### src/rtl/ball_motion_pkg.sv
// -----------------------------------------------------------------------------
// ball_motion_pkg
// Shared playfield geometry used by the ball motion block and the renderer
// (all positions in block units, one block = GEO_BLOCK_PX pixels), plus the
// ball FSM state type and the divider counter width.
// -----------------------------------------------------------------------------
package ball_motion_pkg;

  // Playfield geometry
  localparam int GEO_BLOCK_PX     = 10;
  localparam int GEO_CEILING_Y    = 7;
  localparam int GEO_LEFT_WALL_X  = 0;
  localparam int GEO_RIGHT_WALL_X = 79;
  localparam int GEO_PADDLE_Y     = 57;
  localparam int GEO_FLOOR_Y      = 59;
  localparam int GEO_PADDLE_W     = 8;

  // Width of the frame dividers (step counter and lost-frame counter)
  localparam int CNT_W = 8;

  typedef enum logic [1:0] {
    SERVE  = 2'd0,
    MOVING = 2'd1,
    LOST   = 2'd2
  } ballState_t;

endpackage

### src/rtl/ball_motion_generic_counter.sv
// -----------------------------------------------------------------------------
// GenericCounter
// Wrapping up-counter: counts 0..MAX_COUNT on ENABLE, then wraps to 0.
// Ports:
//   CLK    - clock
//   RESET  - synchronous active-high reset (count -> 0)
//   CLEAR  - synchronous clear (count -> 0), overrides ENABLE
//   ENABLE - advance the count this cycle
//   COUNT  - current count
// -----------------------------------------------------------------------------
module GenericCounter #(
  parameter int WIDTH     = 8,
  parameter int MAX_COUNT = 3
) (
  input  logic             CLK,
  input  logic             RESET,
  input  logic             CLEAR,
  input  logic             ENABLE,
  output logic [WIDTH-1:0] COUNT
);

  always_ff @(posedge CLK) begin
    if (RESET || CLEAR) begin
      COUNT <= '0;
    end else if (ENABLE) begin
      if (COUNT == WIDTH'(MAX_COUNT)) begin
        COUNT <= '0;
      end else begin
        COUNT <= COUNT + WIDTH'(1);
      end
    end
  end

endmodule

### src/rtl/ball_motion.sv
// -----------------------------------------------------------------------------
// ball_motion
// Ball position/direction FSM (SERVE, MOVING, LOST) advanced once per frame.
// Ports:
//   CLK         - pixel clock
//   RESET       - synchronous active-high reset
//   FRAME_START - one-cycle pulse at frame start
//   PADDLE_X    - paddle leftmost block column
//   LAUNCH      - serve request, accepted in any cycle
//   BALL_X      - ball block column (registered)
//   BALL_Y      - ball block row (registered)
//   BALL_VALID  - ball is drawn (registered)
//   BALL_LOST   - one-cycle pulse when the ball is missed (registered)
// -----------------------------------------------------------------------------
module ball_motion
  import ball_motion_pkg::*;
#(
  parameter int CEILING_Y       = GEO_CEILING_Y,
  parameter int LEFT_WALL_X     = GEO_LEFT_WALL_X,
  parameter int RIGHT_WALL_X    = GEO_RIGHT_WALL_X,
  parameter int PADDLE_Y        = GEO_PADDLE_Y,
  parameter int FLOOR_Y         = GEO_FLOOR_Y,
  parameter int PADDLE_W        = GEO_PADDLE_W,
  parameter int FRAMES_PER_STEP = 4,
  parameter int LOST_FRAMES     = 60
) (
  input  logic       CLK,
  input  logic       RESET,
  input  logic       FRAME_START,
  input  logic [6:0] PADDLE_X,
  input  logic       LAUNCH,
  output logic [6:0] BALL_X,
  output logic [5:0] BALL_Y,
  output logic       BALL_VALID,
  output logic       BALL_LOST
);

  // The launch frame counts as the first frame of the first step period, so
  // a step fires on the frame where the counter moves onto its last value.
  localparam int STEP_FIRE = (FRAMES_PER_STEP > 1) ? FRAMES_PER_STEP - 2 : 0;

  ballState_t stateReg, stateNext;
  logic [6:0] ballXReg, ballXNext;
  logic [5:0] ballYReg, ballYNext;
  logic       dxNegReg, dxNegNext;   // 1: moving left
  logic       dyNegReg, dyNegNext;   // 1: moving up
  logic       validReg, validNext;
  logic       lostReg, lostNext;
  logic       pendingReg, pendingNext;

  logic [CNT_W-1:0] stepCount, lostCount;
  logic             stepClear, lostClear;
  logic             stepDue, lostDone;

  // 8-bit intermediates
  logic [7:0] x8, y8, xPlus, xMinus, yPlus, yMinus;
  logic [7:0] serveX8, padLeft8, padRight8;
  logic [6:0] serveX;
  logic       onPaddle;

  assign x8        = {1'b0, ballXReg};
  assign y8        = {2'b00, ballYReg};
  assign xPlus     = x8 + 8'd1;
  assign xMinus    = x8 - 8'd1;
  assign yPlus     = y8 + 8'd1;
  assign yMinus    = y8 - 8'd1;
  assign padLeft8  = {1'b0, PADDLE_X};
  assign padRight8 = padLeft8 + 8'(PADDLE_W - 1);
  assign onPaddle  = (x8 >= padLeft8) && (x8 <= padRight8);
  assign serveX8   = padLeft8 + 8'(PADDLE_W / 2);
  assign serveX    = (serveX8 > 8'(RIGHT_WALL_X - 1)) ? 7'(RIGHT_WALL_X - 1) : serveX8[6:0];

  assign stepDue  = (FRAMES_PER_STEP <= 1) || (stepCount == CNT_W'(STEP_FIRE));
  assign lostDone = (lostCount == CNT_W'(LOST_FRAMES - 1));

  GenericCounter #(.WIDTH(CNT_W), .MAX_COUNT(FRAMES_PER_STEP - 1)) stepCounter (
    .CLK    (CLK),
    .RESET  (RESET),
    .CLEAR  (stepClear),
    .ENABLE (FRAME_START && (stateReg == MOVING)),
    .COUNT  (stepCount)
  );

  GenericCounter #(.WIDTH(CNT_W), .MAX_COUNT(LOST_FRAMES - 1)) lostCounter (
    .CLK    (CLK),
    .RESET  (RESET),
    .CLEAR  (lostClear),
    .ENABLE (FRAME_START && (stateReg == LOST)),
    .COUNT  (lostCount)
  );

  always_comb begin
    stateNext   = stateReg;
    ballXNext   = ballXReg;
    ballYNext   = ballYReg;
    dxNegNext   = dxNegReg;
    dyNegNext   = dyNegReg;
    validNext   = validReg;
    lostNext    = 1'b0;
    pendingNext = pendingReg | LAUNCH;
    stepClear   = 1'b0;
    lostClear   = 1'b0;

    if (FRAME_START) begin
      // The latch is consumed or discarded at every frame start.
      pendingNext = 1'b0;
      case (stateReg)
        SERVE: begin
          ballXNext = serveX;
          ballYNext = 6'(PADDLE_Y - 1);
          validNext = 1'b1;
          if (pendingReg || LAUNCH) begin
            stateNext = MOVING;
            dxNegNext = 1'b0;
            dyNegNext = 1'b1;
            stepClear = 1'b1;
          end
        end

        MOVING: begin
          if (stepDue) begin
            // X axis: reflect off a wall by holding position for one step
            if (!dxNegReg && xPlus == 8'(RIGHT_WALL_X)) begin
              dxNegNext = 1'b1;
            end else if (dxNegReg && xMinus == 8'(LEFT_WALL_X)) begin
              dxNegNext = 1'b0;
            end else begin
              ballXNext = dxNegReg ? xMinus[6:0] : xPlus[6:0];
            end

            // Y axis, evaluated from the same pre-step values
            if (dyNegReg && yMinus == 8'(CEILING_Y)) begin
              dyNegNext = 1'b0;
            end else if (!dyNegReg && yPlus == 8'(PADDLE_Y) && onPaddle) begin
              dyNegNext = 1'b1;
            end else if (!dyNegReg && y8 == 8'(FLOOR_Y)) begin
              // Miss: freeze the ball where it is and hide it
              stateNext = LOST;
              ballXNext = ballXReg;
              validNext = 1'b0;
              lostNext  = 1'b1;
              lostClear = 1'b1;
            end else begin
              ballYNext = dyNegReg ? yMinus[5:0] : yPlus[5:0];
            end
          end
        end

        LOST: begin
          if (lostDone) begin
            stateNext = SERVE;
            ballXNext = serveX;
            ballYNext = 6'(PADDLE_Y - 1);
            validNext = 1'b1;
          end
        end

        default: begin
          stateNext = SERVE;
        end
      endcase
    end
  end

  always_ff @(posedge CLK) begin
    if (RESET) begin
      stateReg   <= SERVE;
      ballXReg   <= 7'(LEFT_WALL_X + 1);
      ballYReg   <= 6'(PADDLE_Y - 1);
      dxNegReg   <= 1'b0;
      dyNegReg   <= 1'b1;
      validReg   <= 1'b1;
      lostReg    <= 1'b0;
      pendingReg <= 1'b0;
    end else begin
      stateReg   <= stateNext;
      ballXReg   <= ballXNext;
      ballYReg   <= ballYNext;
      dxNegReg   <= dxNegNext;
      dyNegReg   <= dyNegNext;
      validReg   <= validNext;
      lostReg    <= lostNext;
      pendingReg <= pendingNext;
    end
  end

  assign BALL_X     = ballXReg;
  assign BALL_Y     = ballYReg;
  assign BALL_VALID = validReg;
  assign BALL_LOST  = lostReg;

endmodule

### config.mk
export PLATFORM = sky130hd
export DESIGN_NAME = ball_motion
export DESIGN_NICKNAME = d
export VERILOG_FILES = /design/src/rtl/ball_motion_pkg.sv /design/src/rtl/ball_motion_generic_counter.sv /design/src/rtl/ball_motion.sv
export SDC_FILE = /design/constraint.sdc
export NUM_CORES = 1
export LEC_CHECK = 0
export CAP_MARGIN = 10
export CORE_ASPECT_RATIO = 2
export CORE_UTILIZATION = 50
export DETAILED_ROUTE_END_ITERATION = 16
export DONT_BUFFER_PORTS = 1
export GPL_TIMING_DRIVEN = 0
export PLACE_DENSITY = 0.72
export SLEW_MARGIN = 20
export SYNTH_ARGS = -nofsm -noshare
export SYNTH_HDL_FRONTEND = slang
export SYNTH_HIERARCHICAL = 1
export SYNTH_SLANG_ARGS = --single-unit
### constraint.sdc
create_clock -name CLK -period 2.65 [get_ports CLK]
set_clock_uncertainty 0.2 [all_clocks]
set_input_delay 0 -clock CLK [delete_from_list [all_inputs] [get_ports CLK]]
set_output_delay 0 -clock CLK [all_outputs]
set_load 0.1 [all_outputs]
==> results.sh <==
export IMPL_area_delta_synth_final_pct=18.5
export IMPL_synth_common_cells="dfxtp_1 (36), ha_1 (28), nor2_1 (27), nand2_1 (22), a21oi_1 (21)"
export IMPL_drt_iter0_drc=108
export IMPL_die_y_um=113
export IMPL_ant_nets=0
export IMPL_synth_edf_count=0
export IMPL_syn_cell_area_um2=3080
export IMPL_cts_tree="built"
export IMPL_finalHoldViolations=0
export IMPL_dp_hpwl_mm=6.03
export IMPL_globalplace_congestion=0.914
export IMPL_grt_setup_unrepaired="yes"
export IMPL_power_density_nw_per_um2=477
export IMPL_power_uw=1740
export IMPL_fin_crit_sh=1.06
export IMPL_syn_mean_instance_area_um2=8.39
export IMPL_fin_util=0.612
export IMPL_drive_gt1_frac=0.202
export IMPL_drv_slew=0
export IMPL_ctsHtreeMaxLevel=2
export IMPL_grt_pass1_vias=2973
export IMPL_ys_ff_latch=36
export IMPL_io_pins=26
export IMPL_coreArea_um2=5960
export IMPL_synth_flop_cell="dfxtp_1"
export IMPL_hold_depth=2
export IMPL_routedWlPerCell_um=18.4
export IMPL_clockBufferDepth=2
export IMPL_yosys_warnings=6
export IMPL_grt_max_degree=13
export IMPL_die_x_um=57.5
export IMPL_n_antenna_cell=0
export IMPL_vias=2925
export IMPL_fin_crit_ps=2810
export IMPL_yosys_area_top_type="dfxtp_1"
export IMPL_power_leakage_uw=0.00142
export IMPL_worst_pin_slew_ps=1130
export IMPL_globalRouteOverflowTotal=0
export IMPL_antenna_found_initial=0
export IMPL_maxCapViolations=0
export IMPL_timing_fmax_mhz=356
export IMPL_synth_area_leaders="dfxtp_1 (23%), ha_1 (11%), xnor2_1 (4.6%)"
export IMPL_min_path_type="in -> reg"
export IMPL_row_count=40
export IMPL_ys_seq_area_frac=0.234
export IMPL_grt_pass1_wl_mm=13.6
export IMPL_slew_headroom=0.243
export IMPL_critical_path_class="reg -> reg"
export IMPL_design_die_area_um2=6490
export IMPL_start_util=0.517
export IMPL_ir_drop_mv=0.300
export IMPL_critPathCaptureType="register"
export IMPL_layout_setup_ws_ps=-157
export IMPL_instances_no_fill=454
export IMPL_clock_sinks=36
export IMPL_synth_top_area_frac=0.234
export IMPL_portBuffers=0
export IMPL_drc=2
export IMPL_final_nets=429
export IMPL_dp_cells=430
export IMPL_path_clk_slew_ps=60
export IMPL_post_drt_via_cell_ratio=6.44
export IMPL_cts_root_buf="clkbuf_16"
export IMPL_syn_inst=367
export IMPL_yosysUniqueCellTypes=80
export IMPL_cp_start_kind="register"
export IMPL_dr_pass1_iters=10
export IMPL_cp_required_ps=2630
export IMPL_track_usage=0.268
export IMPL_synthArstFlopShare=0
export IMPL_worstSkewPairLatency_ps=290
export IMPL_status="complete, but fails checks"
export IMPL_cp_max_fo=8
export IMPL_wirelength_mm=8.35
export IMPL_synth_nets=406
export IMPL_reg2regPathDepth=11
export IMPL_post_synth_top_count_cell="dfxtp_1"
export IMPL_failed_checks="DRC, setup timing"
export IMPL_cp_data_arrival_time_ps=2790
export IMPL_numCtsBuffers=5
export IMPL_finalSetupViolCount=10
[repair_timing]
action	in CTS	in global routing
resized for setup	21	14
hold buffers	10	0
endpoints found under the hold margin	34	0
pin swaps	12	11
setup endpoints to repair	13	13
buffers inserted	4	2
[layer usage]
layer	wire length, um	global-route usage
met4	359	0.176
met2	4650	0.512
met3	301	0.0377
met1	3040	0.252
met5	0	0
[logic make-up after synthesis]
logic type / share of synthesized area
flip-flops: 0.234
adder cells (fa/ha/maj): 0.114
AO/OA/AOI/OAI: 0.227
AND/OR/NAND/NOR: 0.283
multiplexers: 0.0163
XOR/XNOR: 0.0711
buffers and inverters: 0.0545
[critical path: stages, from the launching register on]
cell and delay, ps:
dfxtp_4 590, clkinvlp_4 230, buf_4 180, buf_6 100, ha_2 150, and2_4 140, o21ai_4 180, a31oi_4 110
or3_4 350, o21ai_4 190, nand2b_1 110, o21ba_1 170
[stage by stage]
stage | area (um^2) | hold slack (ps) | setup slack (ps) | setup TNS (ps)
4_1_cts | 3570 | 6.86 | -145 | -520
5_1_grt | 3650 | 47.6 | -242 | -1890
3_3_place_gp | 3180 | -121 | -371 | -3010
2_1_floorplan | 3100 | -123 | 42.9 | 0
6_report | 3650 | 23.3 | -157 | -818
3_5_place_dp | 3180 | -118 | -372 | -3210
[final timing paths]
kind | from | endpoint | slack [ps]
max | BALL_X[0]$_SDFFE_PP1P_ | BALL_Y[3]$_SDFFE_PP1P_ | -160
min | RESET | BALL_LOST$_SDFF_PP0_ | 20
max reg2reg | BALL_X[0]$_SDFFE_PP1P_ | BALL_Y[3]$_SDFFE_PP1P_ | -160
min reg2reg | stepCounter/COUNT[7]$_SDFFE_PP0P_ | stepCounter/COUNT[7]$_SDFFE_PP0P_ | 320
[state kept, by name, indices dropped and copies added (netlist names)]
register	flops
lostCounter/COUNT	8
stepCounter/COUNT	8
BALL_X	7
BALL_Y	6
stateReg	2
BALL_LOST	1
BALL_VALID	1
dxNegReg	1
dyNegReg	1
pendingReg	1
[cells in the final DEF, fill, tap and decap left out, types with 3 or more instances in the layout]
| cell type | count |
|---|---|
| nand3b_1 | 4 |
| nor2_1 | 26 |
| dfxtp_1 | 24 |
| a21o_1 | 4 |
| clkbuf_1 | 3 |
| o21ai_0 | 11 |
| o21ai_1 | 3 |
| nand2_1 | 22 |
| buf_6 | 6 |
| mux2i_1 | 5 |
| inv_1 | 18 |
| nand3_1 | 14 |
| or3_1 | 8 |
| nor3_1 | 9 |
| dlygate4sd3_1 | 10 |
| nand4_1 | 12 |
| ha_1 | 25 |
| xnor2_1 | 16 |
| buf_2 | 5 |
| nor4_1 | 3 |
| buf_4 | 5 |
| a21oi_1 | 19 |
| nor2b_1 | 5 |
| a31oi_1 | 7 |
| clkbuf_16 | 5 |
| and3_1 | 11 |
| dfxtp_4 | 9 |
| xor2_1 | 9 |
| nand2b_1 | 4 |
| dfxtp_2 | 3 |
| o31ai_1 | 4 |
[final cells by class]
cell class / count / area (um^2)
clock inverter: 3 / 42.5
fill: 526 / 2310
clock buffer: 5 / 125
tap: 63 / 78.8
timing repair buffer: 16 / 149
sequential: 36 / 758
buffer: 13 / 92.6
multi-input combinational: 298 / 2320
inverter: 20 / 78.8
[power breakdown]
group	internal, uW	switching [uW]	total (uW)
combinational	158	207	365
clock	442	242	684
sequential	560	131	690
Power figures use the tool's default switching activity.
